File: config.mk
export PLATFORM = sky130hd
export DESIGN_NAME = mio_bus_ws
export DESIGN_NICKNAME = d
export VERILOG_FILES = /design/src/rtl/mio_bus_ws.sv
export SDC_FILE = /design/constraint.sdc
export NUM_CORES = 1
export LEC_CHECK = 0
export ABC_AREA = 1
export ABC_CLOCK_PERIOD_IN_PS = 3050
export CAP_MARGIN = 10
export CORE_AREA = 2 2 184 186
export DETAILED_ROUTE_END_ITERATION = 10
export DIE_AREA = 0 0 186 188
export PLACE_DENSITY_LB_ADDON = 0.12
export SYNTH_ARGS = -nofsm -noshare
export SYNTH_HDL_FRONTEND = slang
export SYNTH_SLANG_ARGS = --single-unit
File: constraint.sdc
create_clock -name clk -period 3.05 [get_ports clk]
set_clock_uncertainty 0.1 [all_clocks]
set_input_delay 0.61 -clock clk [delete_from_list [all_inputs] [get_ports clk]]
set_output_delay 0.61 -clock clk [all_outputs]
set_load 0.05 [all_outputs]
File: src/rtl/mio_bus_ws.sv
// Memory-mapped I/O bus controller: decodes one of 2^SEL_W slaves from the upper
// address bits, stalls the master until that slave answers, and aborts on timeout.
module mio_bus_ws #(
  parameter int                 DATA_W   = 32,
  parameter int                 ADDR_W   = 32,
  parameter int                 SEL_W    = 3,
  parameter int                 TIMEOUT  = 15,
  parameter logic [DATA_W-1:0]  ERR_DATA = 32'hDEAD_BEEF,
  localparam int                N_SLV    = 1 << SEL_W,
  localparam int                OFF_W    = ADDR_W - SEL_W
) (
  input  logic                    clk,
  input  logic                    clrn,
  input  logic [ADDR_W-1:0]       m_addr,
  input  logic [DATA_W-1:0]       m_wdata,
  input  logic                    m_we,
  input  logic                    m_re,
  output logic [DATA_W-1:0]       m_rdata,
  output logic                    m_stall,
  output logic [OFF_W-1:0]        s_addr,
  output logic [DATA_W-1:0]       s_wdata,
  output logic [N_SLV-1:0]        s_sel,
  output logic                    s_we,
  output logic                    s_re,
  input  logic [N_SLV*DATA_W-1:0] s_rdata,
  input  logic [N_SLV-1:0]        s_ready,
  output logic                    err_flag,
  output logic [ADDR_W-1:0]       err_addr,
  input  logic                    err_clr
);

  localparam int CNT_W = (TIMEOUT > 2) ? $clog2(TIMEOUT) : 1;

  typedef enum logic [1:0] {ST_IDLE, ST_ACCESS, ST_DONE} state_t;

  state_t             r_state;
  state_t             w_next;
  logic [CNT_W-1:0]   r_cnt;
  logic [SEL_W-1:0]   r_idx;
  logic [ADDR_W-1:0]  r_addr;
  logic               r_we;

  logic               w_req;
  logic               w_ready;
  logic               w_tmo;
  logic [SEL_W-1:0]   w_idx;
  logic [DATA_W-1:0]  w_slice;

  assign w_req   = m_we | m_re;
  assign w_idx   = m_addr[ADDR_W-1:OFF_W];
  assign w_ready = s_ready[r_idx];
  assign w_tmo   = (r_cnt == CNT_W'(TIMEOUT - 1));
  assign w_slice = s_rdata[r_idx*DATA_W +: DATA_W];
  assign s_addr  = r_addr[OFF_W-1:0];

  always_ff @(posedge clk or negedge clrn) begin
    if (!clrn) r_state <= ST_IDLE;
    else       r_state <= w_next;
  end

  always_comb begin
    w_next = r_state;
    case (r_state)
      ST_IDLE:   if (w_req) w_next = ST_ACCESS;
      ST_ACCESS: if (w_ready || w_tmo) w_next = ST_DONE;
      ST_DONE:   w_next = ST_IDLE;
      default:   w_next = ST_IDLE;
    endcase
  end

  always_comb begin
    m_stall = 1'b0;
    case (r_state)
      ST_IDLE:   m_stall = w_req;
      ST_ACCESS: m_stall = 1'b1;
      default:   m_stall = 1'b0;
    endcase
  end

  always_ff @(posedge clk or negedge clrn) begin
    if (!clrn) begin
      r_cnt    <= '0;
      r_idx    <= '0;
      r_addr   <= '0;
      r_we     <= 1'b0;
      s_wdata  <= '0;
      s_sel    <= '0;
      s_we     <= 1'b0;
      s_re     <= 1'b0;
      m_rdata  <= '0;
      err_flag <= 1'b0;
      err_addr <= '0;
    end else begin
      // Abort below is assigned later, so it overrides a same-edge clear.
      if (err_clr) err_flag <= 1'b0;
      case (r_state)
        ST_IDLE: begin
          if (w_req) begin
            r_addr  <= m_addr;
            s_wdata <= m_wdata;
            r_we    <= m_we;
            r_idx   <= w_idx;
            s_sel   <= N_SLV'(1) << w_idx;
            s_we    <= m_we;
            s_re    <= ~m_we;
            r_cnt   <= '0;
          end
        end
        ST_ACCESS: begin
          if (w_ready) begin
            if (!r_we) m_rdata <= w_slice;
            s_sel <= '0;
            s_we  <= 1'b0;
            s_re  <= 1'b0;
          end else if (w_tmo) begin
            if (!r_we) m_rdata <= ERR_DATA;
            s_sel    <= '0;
            s_we     <= 1'b0;
            s_re     <= 1'b0;
            err_flag <= 1'b1;
            err_addr <= r_addr;
          end else begin
            r_cnt <= r_cnt + CNT_W'(1);
          end
        end
        default: ;
      endcase
    end
  end

endmodule

==> run_results.csv <==
group,metric,value,unit
drt,vias,9864,
critical_path,cp_data_required_time,2.34,ns
final_layout,layout_commonest_cell,"nand2_1",
drt,drtIter0Drc,483,
sta,finalHoldViolCount,0,
critical_path,start_kind,"flop",
critical_path,end_kind,"primary output",
final_layout,drive_gt1_share,3.80,%
drt,wl,37300,microns
drt,drtAntennaViolNets,0,
clocking,clockBufferDepth,2,
floorplan,rows,67,
place,port_buffers,469,
floorplan,die_w,186,microns
clocking,cts-root-buf,"clkbuf_16",
clocking,cts-hold-fix-buffers,0,
clocking,cts_resized,0,
synth,async_flop_share,100,%
synth,seq_area_frac_synth,41.0,%
clocking,clock_latency,0.43,ns
synth,syn-num-nets,1721,
place,gp_congestion,0.808,
final_layout,final_core_util,43.2,%
clocking,path_clk_slew,0.06,ns
drt,route.detailed.drc,0,
sta,finalWorstSetupSlack,0.634,ns
power,power_density,1010,nW/um^2
clocking,cts_tree,"yes",
hold_path,hp-class,"in -> async",
clocking,cts_setup_buffers,0,
clocking,cts_buffers,17,
critical_path,cp_num_buf_inv,1,
final_layout,fillerInstances,3478,
synth,syn_area,8920,sq um
synth,synth_cells,1386,
floorplan,die_area,35000,sq um
job,max_cap_violations,0,
critical_path,cp_top_family,"buffers and inverters",
status,status,"finished clean",
floorplan,io-pin-count,470,
global_route,grt_pass1_wl,55700,microns
critical_path,cp.arrival,1.71,ns
final_layout,finalNetCount,2113,
drt,drt-pass1-iter-count,5,
global_route,grt_pass1_vias,9811,
critical_path,slowest_delay,0.91,ns
drt,viasPerCell,4.40,
global_route,antenna_found_initial,6,
synth,synthFlopType,"dfrtp_1",
clocking,cts_max_level,4,
final_layout,final_cell_mix,"nand2_1 (569), clkdlybuf4s50_1 (467), nor2_1 (205)",
sta,max_slew_margin,46.9,%
global_route,grt_use_total,20.8,%
drt,post_drt_wl_per_cell,16.6,microns
critical_path,cp_slowest_cell,"clkdlybuf4s50_1",
sta,max_freq,0.414,GHz
synth,synth_cell_type_count,23,
sta,slew_viol_final,0,
critical_path,worstSetupPathType,"reg -> out",
place,dp_slack,0.497,ns
synth,syn_avg_cell_area,6.44,sq um
critical_path,crit_fanout,2,
sta,rsz0062_at_grt,"false",
sta,finalCritPeriodShare,79.2,%
global_route,grt_max_degree,115,
sta,worst_pin_slew,0.797,ns
sta,fin_setup_tns,0,ns
floorplan,die_h,188,microns
power,p_leak,0.00700,uW
sta,min_period,2.42,ns
floorplan,coreArea,33100,sq um
synth,ys_warn_count,0,
critical_path,cp_cell_sequence,"clkdlybuf4s50_1",
final_layout,syn_to_final_growth,60.3,%
floorplan,start_util,26.9,%
sta,setup_violations,0,
power,vdd_drop_max,0.000512,V
synth,synth_enable_flop_cells,0,
global_route,gr-total-overflow,0,
place,place_hpwl,27200,microns
synth,ys_ff_latch,146,
clocking,clock_sinks,146,
## state kept, by name, summed over array words and instances (netlist names)
signal and cells:
m_rdata 32, r_we 1, r_state 2, s_we 1, s_sel 8, err_addr 32, r_addr 29, s_re 1
r_idx 3, r_cnt 4, err_flag 1, s_wdata 32
## path summary, 6_finish.rpt
path | from | to | slack [ns] | cells past startpoint
worst max-delay path | m_rdata[31]$_DFFE_PN0P_ | m_rdata[31] | 0.63 | 1
worst min-delay path | clrn | err_addr[28]$_DFFE_PN0P_ | 0.05 | 1
worst max register to register | r_idx[0]$_DFFE_PN0P_ | s_sel[0]$_DFFE_PN0P_ | 0.65 | 9
worst min register to register | err_addr[11]$_DFFE_PN0P_ | err_addr[11]$_DFFE_PN0P_ | 0.37 | 2
max in group asynchronous | clrn | m_rdata[16]$_DFFE_PN0P_ | 2.04 | 2
min in group clk | err_addr[11]$_DFFE_PN0P_ | err_addr[11]$_DFFE_PN0P_ | 0.37 | 2
## per-stage QoR
stage                     hold slack [ns]  total power, uW  instances  cell area [sq um]
final                              0.0479            14500       2240              14300
after global routing               0.0887            15600       2240              14300
after CTS                          0.0695            14700       2237              14300
after detailed placement            0.358            12600       2207              13700
after global placement              0.354            12600       2207              13700
after floorplan                     0.214             9590       1386               8920
## area by class of cell
| type | count | area [sq um] | area share, % |
|---|---|---|---|
| Clock inverter | 11 | 108 | 0.753 |
| Inverter | 93 | 352 | 2.46 |
| Clock buffer | 19 | 443 | 3.10 |
| Tap cell | 448 | 561 | 3.92 |
| Multi-Input combinational cell | 1031 | 4260 | 29.8 |
| Antenna cell | 3 | 7.51 | 0.0525 |
| Timing Repair Buffer | 489 | 4910 | 34.3 |
| Sequential cell | 146 | 3660 | 25.6 |
## per-layer routing
metal / up-vias / part of all wire (%) / wire (microns) / GRT usage [%]
met5: - / 0.12 / 43 / 0
met4: 6 / 2.5 / 941 / 7.12
met3: 49 / 10 / 3760 / 8.35
met2: 331 / 47 / 17600 / 35.5
met1: 4471 / 40 / 14900 / 23.3
li1: 5007 / - / - / -
## Yosys cell counts, types with 2 or more instances
master    count  area, sq um
buf_2        34          170
buf_4        37          278
nand2_1     569         2140
nand3_2       4         40.0
clkbuf_1     38          143
nand3_1     137          686
ha_1          2         25.0
buf_6         6         67.6
inv_1        85          319
dfrtp_1     146         3650
nand2_2       3         18.8
o21ai_0     105          526
nor2_1      205          769
clkinv_1      5         18.8
inv_2         2         7.51
## power breakdown
| group | switching, uW | internal [uW] |
|---|---|---|
| clock | 859 | 1140 |
| sequential | 513 | 2660 |
| combinational | 6370 | 2950 |
| total | 7740 | 6750 |
## cell families after synthesis
family | share of synthesized area [%]
simple gates | 41.3
xor+xnor | 0.196
fa+ha+maj | 0.280
flops | 41.0
buf+inv | 11.4
compound gates | 5.89
(Power assumes the default switching activity.)
